--- src/rtl/m_fetch.sv ---
// rtl/m_fetch.sv - instruction fetch stage: sequential PC generation, in-order prefetch FIFO, redirect flush
module m_fetch #(
   parameter int unsigned DEPTH    = 4,
   parameter logic [31:0] RESET_PC = 32'h0
) (
   input  logic        w_clk,
   input  logic        w_rst,
   output logic        w_imem_req,
   output logic [31:0] w_imem_addr,
   input  logic        w_imem_ready,
   input  logic        w_imem_rvalid,
   input  logic [31:0] w_imem_rdata,
   input  logic        w_redirect,
   input  logic [31:0] w_redirect_pc,
   output logic        w_inst_valid,
   output logic [31:0] w_inst,
   output logic [31:0] w_inst_pc,
   input  logic        w_inst_ready
);
   localparam int unsigned AW = $clog2(DEPTH);
   localparam int unsigned CW = AW + 1;
   localparam int unsigned PW = CW + 1;
   // Drop backlog is not bounded by the credit rule; back-to-back redirects can stack it past DEPTH.
   localparam int unsigned DW = 16;

   logic [31:0]   r_fetch_pc;
   logic [31:0]   r_fifo_pc   [DEPTH];
   logic [31:0]   r_fifo_inst [DEPTH];
   logic [AW-1:0] r_rd_ptr;
   logic [AW-1:0] r_wr_ptr;
   logic [CW-1:0] r_count;
   logic [CW-1:0] r_outstanding;
   logic [DW-1:0] r_drop;

   logic          w_accept;
   logic          w_pop;
   logic          w_push;
   logic          w_resp_owed;
   logic [PW-1:0] w_credit_used;
   logic [31:0]   w_resp_pc;
   logic [31:0]   w_restart_pc;

   assign w_credit_used = {1'b0, r_count} + {1'b0, r_outstanding};
   assign w_imem_req    = !w_rst && !w_redirect && (w_credit_used < PW'(DEPTH));
   assign w_imem_addr   = r_fetch_pc;
   assign w_accept      = w_imem_req && w_imem_ready;
   assign w_pop         = w_inst_valid && w_inst_ready;
   assign w_resp_owed   = (r_drop != '0) || (r_outstanding != '0);
   assign w_push        = w_imem_rvalid && !w_redirect && (r_drop == '0) && (r_outstanding != '0);
   assign w_restart_pc  = w_redirect_pc & 32'hFFFF_FFFC;

   // Addresses since the last redirect are consecutive, so the oldest outstanding PC is
   // recovered from the fetch PC instead of being stored in a separate tag queue.
   assign w_resp_pc = r_fetch_pc - {{(30-CW){1'b0}}, r_outstanding, 2'b00};

   always_ff @(posedge w_clk or posedge w_rst) begin
      if (w_rst) begin
         r_fetch_pc    <= RESET_PC;
         r_rd_ptr      <= '0;
         r_wr_ptr      <= '0;
         r_count       <= '0;
         r_outstanding <= '0;
         r_drop        <= '0;
      end else if (w_redirect) begin
         r_fetch_pc    <= w_restart_pc;
         r_rd_ptr      <= '0;
         r_wr_ptr      <= '0;
         r_count       <= '0;
         r_outstanding <= '0;
         r_drop        <= r_drop + DW'(r_outstanding)
                          - ((w_imem_rvalid && w_resp_owed) ? DW'(1) : DW'(0));
      end else begin
         if (w_accept)
            r_fetch_pc <= r_fetch_pc + 32'd4;
         if (w_pop)
            r_rd_ptr <= r_rd_ptr + AW'(1);
         if (w_push)
            r_wr_ptr <= r_wr_ptr + AW'(1);
         r_count       <= r_count + CW'(w_push) - CW'(w_pop);
         r_outstanding <= r_outstanding + CW'(w_accept) - CW'(w_push);
         if (w_imem_rvalid && (r_drop != '0))
            r_drop <= r_drop - DW'(1);
      end
   end

   always_ff @(posedge w_clk) begin
      if (w_push) begin
         r_fifo_pc[r_wr_ptr]   <= w_resp_pc;
         r_fifo_inst[r_wr_ptr] <= w_imem_rdata;
      end
   end

   assign w_inst_valid = (r_count != '0);
   assign w_inst       = w_inst_valid ? r_fifo_inst[r_rd_ptr] : 32'h0;
   assign w_inst_pc    = w_inst_valid ? r_fifo_pc[r_rd_ptr]   : 32'h0;
endmodule

--- config.mk ---
export PLATFORM = sky130hd
export DESIGN_NAME = m_fetch
export DESIGN_NICKNAME = d
export VERILOG_FILES = /design/src/rtl/m_fetch.sv
export SDC_FILE = /design/constraint.sdc
export NUM_CORES = 1
export LEC_CHECK = 0
export CELL_PAD_IN_SITES_DETAIL_PLACEMENT = 1
export CELL_PAD_IN_SITES_GLOBAL_PLACEMENT = 1
export CORE_ASPECT_RATIO = 1.25
export CORE_MARGIN = 4
export CORE_UTILIZATION = 40
export DETAILED_ROUTE_END_ITERATION = 7
export PLACE_DENSITY = 0.77
export SLEW_MARGIN = 10
export SYNTH_ARGS = -nofsm -noshare
export SYNTH_HDL_FRONTEND = slang
export SYNTH_SLANG_ARGS = --single-unit
--- constraint.sdc ---
create_clock -name w_clk -period 5.1 [get_ports w_clk]
set_input_delay 1.02 -clock w_clk [delete_from_list [all_inputs] [get_ports w_clk]]
set_output_delay 1.02 -clock w_clk [all_outputs]
set_load 0.03 [all_outputs]
==> metrics.txt, run 1 <==
Critical Path RT 4.08 ns; synth warn 0; total CTS buffers 31; met3 usage 3.35%; hpwl dp 25300 um; post_cts resized 0; worst setup path class input port to primary output; period utilization 84.4%; 1st-iter DRT viols 493; CP startpoint kind input port; worst-margin pin slew 1.08 ns; site row count 77; # setup viols final 0; drt wl/cell 21.9 um; die area 38900 um2; detailed-route DRC error count 0; hold buffers post-CTS 0; I/O pins 168; Worst Setup EP w_imem_req; M2 GR Usage 33.6%; CTS tree yes; vias per inst 5.34; normalized max-slew margin 28.2%; global route hottest layer met2; vias 8876; # nets final 1288; Filler Cells Inserted 3556; Synth async-reset ratio 18.4%; MaxCap Viol Count 0; Cells after DPL 1604; number of global-route vias before repair 9670; area of the multi-input gates 5060 um2; PortBufs 161; 1st-pass router iterations 6; Post-synth EDFFs 248; status finished clean; Cell Count, Final, Fillers Out 1662; CTS root buf clkbuf_16; clk sink count 304; most common cell after layout, fill and taps aside edfxtp_1; Post-Syn Area 14300 um2; FF-to-FF path depth 16; CP Capture Type primary output; postcts setup bufs 0; crit-path cells clkdlybuf4s50_1 -> or4_1 -> nor3_1 -> clkdlybuf4s50_1; Clock Pin Slew Worst Setup and Hold Paths 0.06 ns; CP max stage delay 0.76 ns; htree depth 1; initial antenna violation count 0; cell area after layout 17500 um2; Setup crit start w_rst; r2r setup slk 0.87 ns; leading cell types in the layout, fill and taps excluded edfxtp_1, clkdlybuf4s50_1, nand2_1, and2_1, mux4_2; post-route ant nets 0; placed inst area 16500 um2; final core occ 49.4%; Seq/Total Area, Yosys 61.8%; Power Total 0.00887 W; Synth Flop Type edfxtp_1; library cells used by synthesis 66; CP max stage cell clkdlybuf4s50_1; area of the core 35400 um2; Yosys reg bits 304; first-pass GRT wire length 56600 um; Highest Clock Rate 232 MHz; synthesized area per cell 14.2 um2; PwrDens 508 nW/um2; Hold Fails Final Rpt 0; Starting Density 40.5%; share of layout cells above drive strength 1 12.0%; P_leak 6.06 nW; worst hold-check path type flop to flop; fin. max-slew vios 0; Routability Congestion 0.792; largest net degree at the start of global routing 65; all-layer global routing usage 18.8%; RSZ-0062 raised after global routing no; Cells after Synth 1005; Die Wd 177 um; r2r startpoint r_drop[4]; Skew-Pair Late Insertion Delay 0.56 ns; critical path arrival 3.29 ns; Tmin final 4.31 ns; Critical R2R Capture r_drop[14]; worst clock skew 0.0132 ns; final wirelength 36400 um; VDD IR max 0.258 mV; Clock Tree Buf Depth 3; die height 219 um; grt ovf 0; hold-critical path depth 2; M1 GR Usage 23.7%; Area growth, synth to finish 22.0%; cell repeated most along the worst path clkdlybuf4s50_1; CP Max Fanout 2; Register Area 8850 um2; setup TNS 0 ns
## cells in the mapped netlist (all sizes together) (22+ instances only)
master | instances | share of area [%]
nor3 | 22 | 0.80
nand2 | 74 | 1.9
clkbuf | 35 | 0.92
mux4 | 62 | 9.8
and2 | 73 | 3.2
edfxtp | 248 | 52
nor2 | 45 | 1.2
xnor2 | 47 | 2.9
dfrtp | 56 | 9.8
inv | 55 | 1.4
o21ai | 42 | 1.5
ha | 51 | 4.5
## through the flow
stage | setup WS [ns] | hold slack (ns)
final | 0.793 | 0.620
after floorplan | 1.33 | 0.538
after detailed placement | 0.600 | 0.598
after global placement | 0.671 | 0.561
after global routing | 0.433 | 0.647
after CTS | 0.779 | 0.624
## registers in the layout (all words and copies together), names as in the netlist
register,flops
r_count,3
r_drop,16
r_fifo_inst,128
r_fifo_pc,120
r_outstanding,3
r_rd_ptr,2
r_wr_ptr,2
w_imem_addr,30
## critical path: cells and delay by family
kind	cells	cell delay, ns
AND/OR/NAND/NOR	2	1.03
buffers and inverters	2	1.24
## per-layer routing
layer	vias up	wire [um]
met5	-	0
met4	0	857
met3	47	2200
met2	220	19000
met1	4556	14300
li1	4053	-
## power breakdown
| part | internal [W] | leakage [nW] | switching, W | total (W) |
|---|---|---|---|---|
| clock network | 0.00122 | 0.469 | 0.000935 | 0.00216 |
| logic | 0.00163 | 2.68 | 0.00208 | 0.00372 |
| registers | 0.00283 | 2.92 | 0.000166 | 0.00300 |
## worst min-delay path by stage
stage,from,slack [ns],endpoint
floorplan,r_wr_ptr[1],0.54,r_wr_ptr[1]
detailed placement,r_drop[14],0.60,r_drop[14]
finish,r_drop[10],0.62,r_drop[10]
CTS,r_drop[15],0.62,r_drop[15]
global placement,r_wr_ptr[1],0.56,r_wr_ptr[1]
global route,r_drop[14],0.65,r_drop[14]
## cells by family after synthesis
logic type,synth area share [%]
DFF,61.8
and+or+nand+nor,10.9
AOI/OAI and AO/OA,5.27
buffers and inverters,3.01
muxes,10.1
xor gates and xnor gates,3.85
adders and majority gates,5.02
other,0.0262
## final cells by class
type	count	share of cell area (%)
Sequential cell	304	50.7
Multi-Input combinational cell	596	29.0
Timing Repair Buffer	175	10.2
Clock buffer	40	4.87
Tap cell	474	3.40
Inverter	55	1.18
Clock inverter	17	0.695
Antenna cell	1	0.0143
Note: power is estimated with default switching activity, not from simulation.
==> run 2, diff against run 1 <==
clock period = 4 ns   (was 5.1 ns; I/O delays follow)
==> metrics.txt, run 2 (same netlist as run 1, synthesis figures left out) <==
status finished clean; first-pass GRT wire length 58700 um; PortBufs 161; 1st-iter DRT viols 493; CP startpoint kind flop; total CTS buffers 31; Filler Cells Inserted 3511; critical path arrival 2.99 ns; worst-margin pin slew 1.16 ns; Power Total 0.0117 W; Largest register FFs 128; initial antenna violation count 4; hpwl dp 25500 um; die height 219 um; area of the multi-input gates 5080 um2; Hold Fails Final Rpt 0; hold buffers post-CTS 0; Highest Clock Rate 264 MHz; fin. max-slew vios 0; htree depth 1; RSZ-0062 raised after global routing no; I/O pins 168; Clock Tree Buf Depth 3; Clock Pin Slew Worst Setup and Hold Paths 0.06 ns; VDD IR max 0.290 mV; # setup viols final 0; CTS tree yes; CP max stage delay 0.99 ns; period utilization 94.7%; Routability Congestion 0.816; 1st-pass router iterations 5; vias per inst 5.43; WHS 0.599 ns; Area growth, synth to finish 23.7%; Biggest register r_fifo_inst; # nets final 1309; area of the core 35400 um2; die area 38900 um2; Tmin final 3.79 ns; MaxCap Viol Count 0; drt wl/cell 22.5 um; PwrDens 661 nW/um2; CTS root buf clkbuf_16; worst clock skew 0.0116 ns; CP Max Fanout 64; final wirelength 37900 um; cell area after layout 17700 um2; post-route ant nets 0; all-layer global routing usage 19.6%; clk sink count 304; normalized max-slew margin 23.0%; site row count 77; detailed-route DRC error count 0; Critical Path RT 3.20 ns; placed inst area 16700 um2; worst setup path class flop to primary output; Starting Density 40.5%; Die Wd 177 um; Skew-Pair Late Insertion Delay 0.56 ns; grt ovf 0; Register Area 8850 um2; postcts setup bufs 0; CP max stage cell or3_2; leading cell types in the layout, fill and taps excluded edfxtp_1, clkdlybuf4s50_1, nand2_1, and2_1, mux4_2; share of layout cells above drive strength 1 14.0%; largest net degree at the start of global routing 65; worst hold-check path type flop to flop; P_leak 6.21 nW; number of global-route vias before repair 9904; vias 9141; CP Capture Type primary output; crit-path cells or3_2 -> and2_1 -> clkdlybuf4s50_1; most common cell after layout, fill and taps aside edfxtp_1
==> run 2: final timing paths <==
| path | cells past startpoint | startpoint | end | slack, ns |
|---|---|---|---|---|
| max | 3 | r_count[1] | w_inst_pc[29] | 0.21 |
| min | 2 | r_wr_ptr[1] | r_wr_ptr[1] | 0.60 |
| max reg2reg | 16 | r_drop[5] | r_drop[15] | 0.28 |
| min reg2reg | 2 | r_wr_ptr[1] | r_wr_ptr[1] | 0.60 |
| max in group asynchronous | 3 | w_rst | r_drop[12] | 2.60 |
| min in group asynchronous | 2 | w_rst | w_imem_addr[5] | 0.78 |
==> run 2: area by class of cell <==
class / count / area share, %
Inverter: 55 / 1.17
Timing Repair Buffer: 196 / 11.0
Multi-Input combinational cell: 596 / 28.7
Clock inverter: 18 / 1.15
Sequential cell: 304 / 50.0
Clock buffer: 39 / 4.61
Antenna cell: 1 / 0.0141
Tap cell: 474 / 3.35
==> run 2: metal layers <==
metal  GRT usage, %  vias up  routed length, um
met5              0        -                 39
met2           34.6      271              19500
met1           24.0     4688              14600
li1               -     4100                  -
met4           6.42        6               1300
met3           4.08       76               2480
==> run 2: what timing repair did <==
item / in CTS / in global routing
gates resized for setup: 0 / 5
hold endpoints to repair: 0 / 0
endpoints found under the setup margin: 0 / 2
==> run 2: critical path: cells and delay by family (launching register included) <==
kind,cells,cell delay [ns]
simple gates,2,1.37
buf+inv,1,0.62
flops,1,0.42
==> run 2: where the power goes <==
part | total [W] | internal [W] | switching (W)
Combinational | 0.00494 | 0.00221 | 0.00273
Sequential | 0.00386 | 0.00361 | 0.000250
Clock | 0.00291 | 0.00171 | 0.00120
Total | 0.0117 | 0.00753 | 0.00418
==> run 2: metrics by stage <==
stage	worst slack [ns]	TNS, ns	util (%)	cells
2_1_floorplan	0.400	0	-	1008
3_3_place_gp	0.0421	0	47.1	1625
3_5_place_dp	-0.0266	-0.0266	47.1	1625
4_1_cts	0.0533	0	50.0	1682
5_1_grt	0.0249	0	50.1	1682
6_report	0.210	0	50.1	1683
==> run 3, diff against run 2 <==
CORE_ASPECT_RATIO = not set   (was 1.25)
CTS_CLUSTER_SIZE = 12   (was not set)
==> metrics.txt, run 3 (same netlist as run 1, synthesis figures left out) <==
clk sink count 304; VDD IR max 0.423 mV; number of stages on the worst setup path 16; final wirelength 36400 um; area of the core 35400 um2; normalized max-slew margin 40.5%; post-route ant nets 0; worst clock skew 0.0149 ns; Biggest register r_fifo_inst; Filler Cells Inserted 3547; 1st-iter DRT viols 419; critical path arrival 4.08 ns; hpwl dp 24900 um; CP max stage cell dfrtp_1; period utilization 92.5%; CP Buf/Inv Count 3; CTS root buf clkbuf_16; Starting Density 40.4%; Setup Slack @ Placement 0.0318 ns; number of global-route vias before repair 9711; # setup viols final 0; postcts setup bufs 0; Routability Congestion 0.852; initial antenna violation count 0; FF-to-FF path depth 16; Setup crit start r_drop[9]; Largest register FFs 128; r2r setup slk 0.30 ns; 1st-pass router iterations 5; CP Capture Type flop; number of diodes 0; site row count 69; status finished clean; # nets final 1309; Skew-Pair Late Insertion Delay 0.52 ns; Worst path top cell family by delay compound AO/OA/AOI/OAI gates; PortBufs 161; worst-margin pin slew 0.886 ns; CP startpoint kind flop; detailed-route DRC error count 0; first-pass GRT wire length 56900 um; Hold Fails Final Rpt 0; P_leak 6.21 nW; worst setup path class flop to flop; total CTS buffers 35; fin. max-slew vios 0; r2r startpoint r_drop[9]; Cells after DPL 1608; worst hold-check path type input port to async pin; grt ovf 0; slack of the critical path 0.298 ns; die area 38900 um2; final core occ 50.1%; Highest Clock Rate 270 MHz; Die Wd 197 um; Area growth, synth to finish 23.9%; setup TNS 0 ns; all-layer global routing usage 18.7%; Worst Setup EP r_drop[14]; die height 197 um; drt wl/cell 21.8 um; vias 9000; largest net degree at the start of global routing 59; area of the multi-input gates 5070 um2; htree depth 2; Tmin final 3.70 ns; PwrDens 665 nW/um2; share of layout cells above drive strength 1 13.5%; Clock Tree Buf Depth 3; vias per inst 5.39; CP max stage delay 0.38 ns; leading cell types in the layout, fill and taps excluded edfxtp_1, clkdlybuf4s50_1, nand2_1, and2_1, mux4_2; Cell Count, Final, Fillers Out 1669; most common cell after layout, fill and taps aside edfxtp_1; CTS tree yes; Register Area 8850 um2; crit-path cells inv_1 -> ha_1 -> and4_1 -> and3_1 -> a21oi_1 -> ha_1 -> inv_1 -> ha_1 -> inv_1 -> fa_1 -> nand2b_1 -> a21oi_2 -> a21oi_1 -> o32a_1 -> a2111oi_1 -> a221oi_1; RSZ-0062 raised after global routing no; I/O pins 168; CP Max Fanout 5; Critical Path RT 4.38 ns; MaxCap Viol Count 0; Critical R2R Capture r_drop[14]; Clock Pin Slew Worst Setup and Hold Paths 0.06 ns
## run 3: area by class of cell
class / count / area share, %
sequential: 304 / 49.9
multi-input combinational: 596 / 28.6
timing repair buffer: 192 / 10.9
clock buffer: 43 / 5.11
tap: 461 / 3.25
inverter: 55 / 1.16
clock inverter: 18 / 1.01
## run 3: report_power, final
group / internal (W) / switching, W / leakage, nW
clock: 0.00176 / 0.00128 / 0.522
combinational: 0.00219 / 0.00275 / 2.77
sequential: 0.00361 / 0.000207 / 2.92
total: 0.00756 / 0.00423 / 6.21
## run 3: worst reg2reg max path: stages (launching register included)
cell and delay [ns]:
dfrtp_1 0.38, inv_1 0.15, ha_1 0.27, and4_1 0.29, and3_1 0.17, a21oi_1 0.08, ha_1 0.30, inv_1 0.06
ha_1 0.15, inv_1 0.05, fa_1 0.38, nand2b_1 0.19, a21oi_2 0.17, a21oi_1 0.11, o32a_1 0.36, a2111oi_1 0.35
a221oi_1 0.09
## run 3: repair_timing
action	4_1_cts	5_1_grt
endpoints found under the hold margin	0	0
hold buffers	0	0
endpoints found under the setup margin	0	1
gates resized for setup	0	3
## run 3: worst min-delay path by stage
stage | from | endpoint | slack, ns | cells past startpoint
global placement | r_wr_ptr[1] | r_wr_ptr[1] | 0.57 | 2
finish | w_rst | r_count[1] | 0.55 | 2
CTS | w_rst | w_imem_addr[8] | 0.54 | 2
floorplan | r_wr_ptr[1] | r_wr_ptr[1] | 0.54 | 2
detailed placement | w_imem_addr[31] | w_imem_addr[31] | 0.59 | 1
global route | w_rst | w_imem_addr[8] | 0.55 | 2
## run 3: stage by stage
stage | total power [W] | cell area (um2) | hold slack (ns)
2_1_floorplan | 0.00706 | 14300 | 0.538
5_1_grt | 0.0125 | 17700 | 0.547
3_5_place_dp | 0.00885 | 16600 | 0.594
4_1_cts | 0.0119 | 17700 | 0.538
3_3_place_gp | 0.00874 | 16600 | 0.567
6_report | 0.0118 | 17700 | 0.551
## run 3: routing by layer
metal | vias up | routed length [um] | GRT usage, %
met3 | 62 | 1960 | 3.38
met2 | 237 | 17900 | 31.7
met4 | 0 | 939 | 5.19
li1 | 4092 | - | -
met1 | 4609 | 15600 | 25.0
met5 | - | 0 | 0
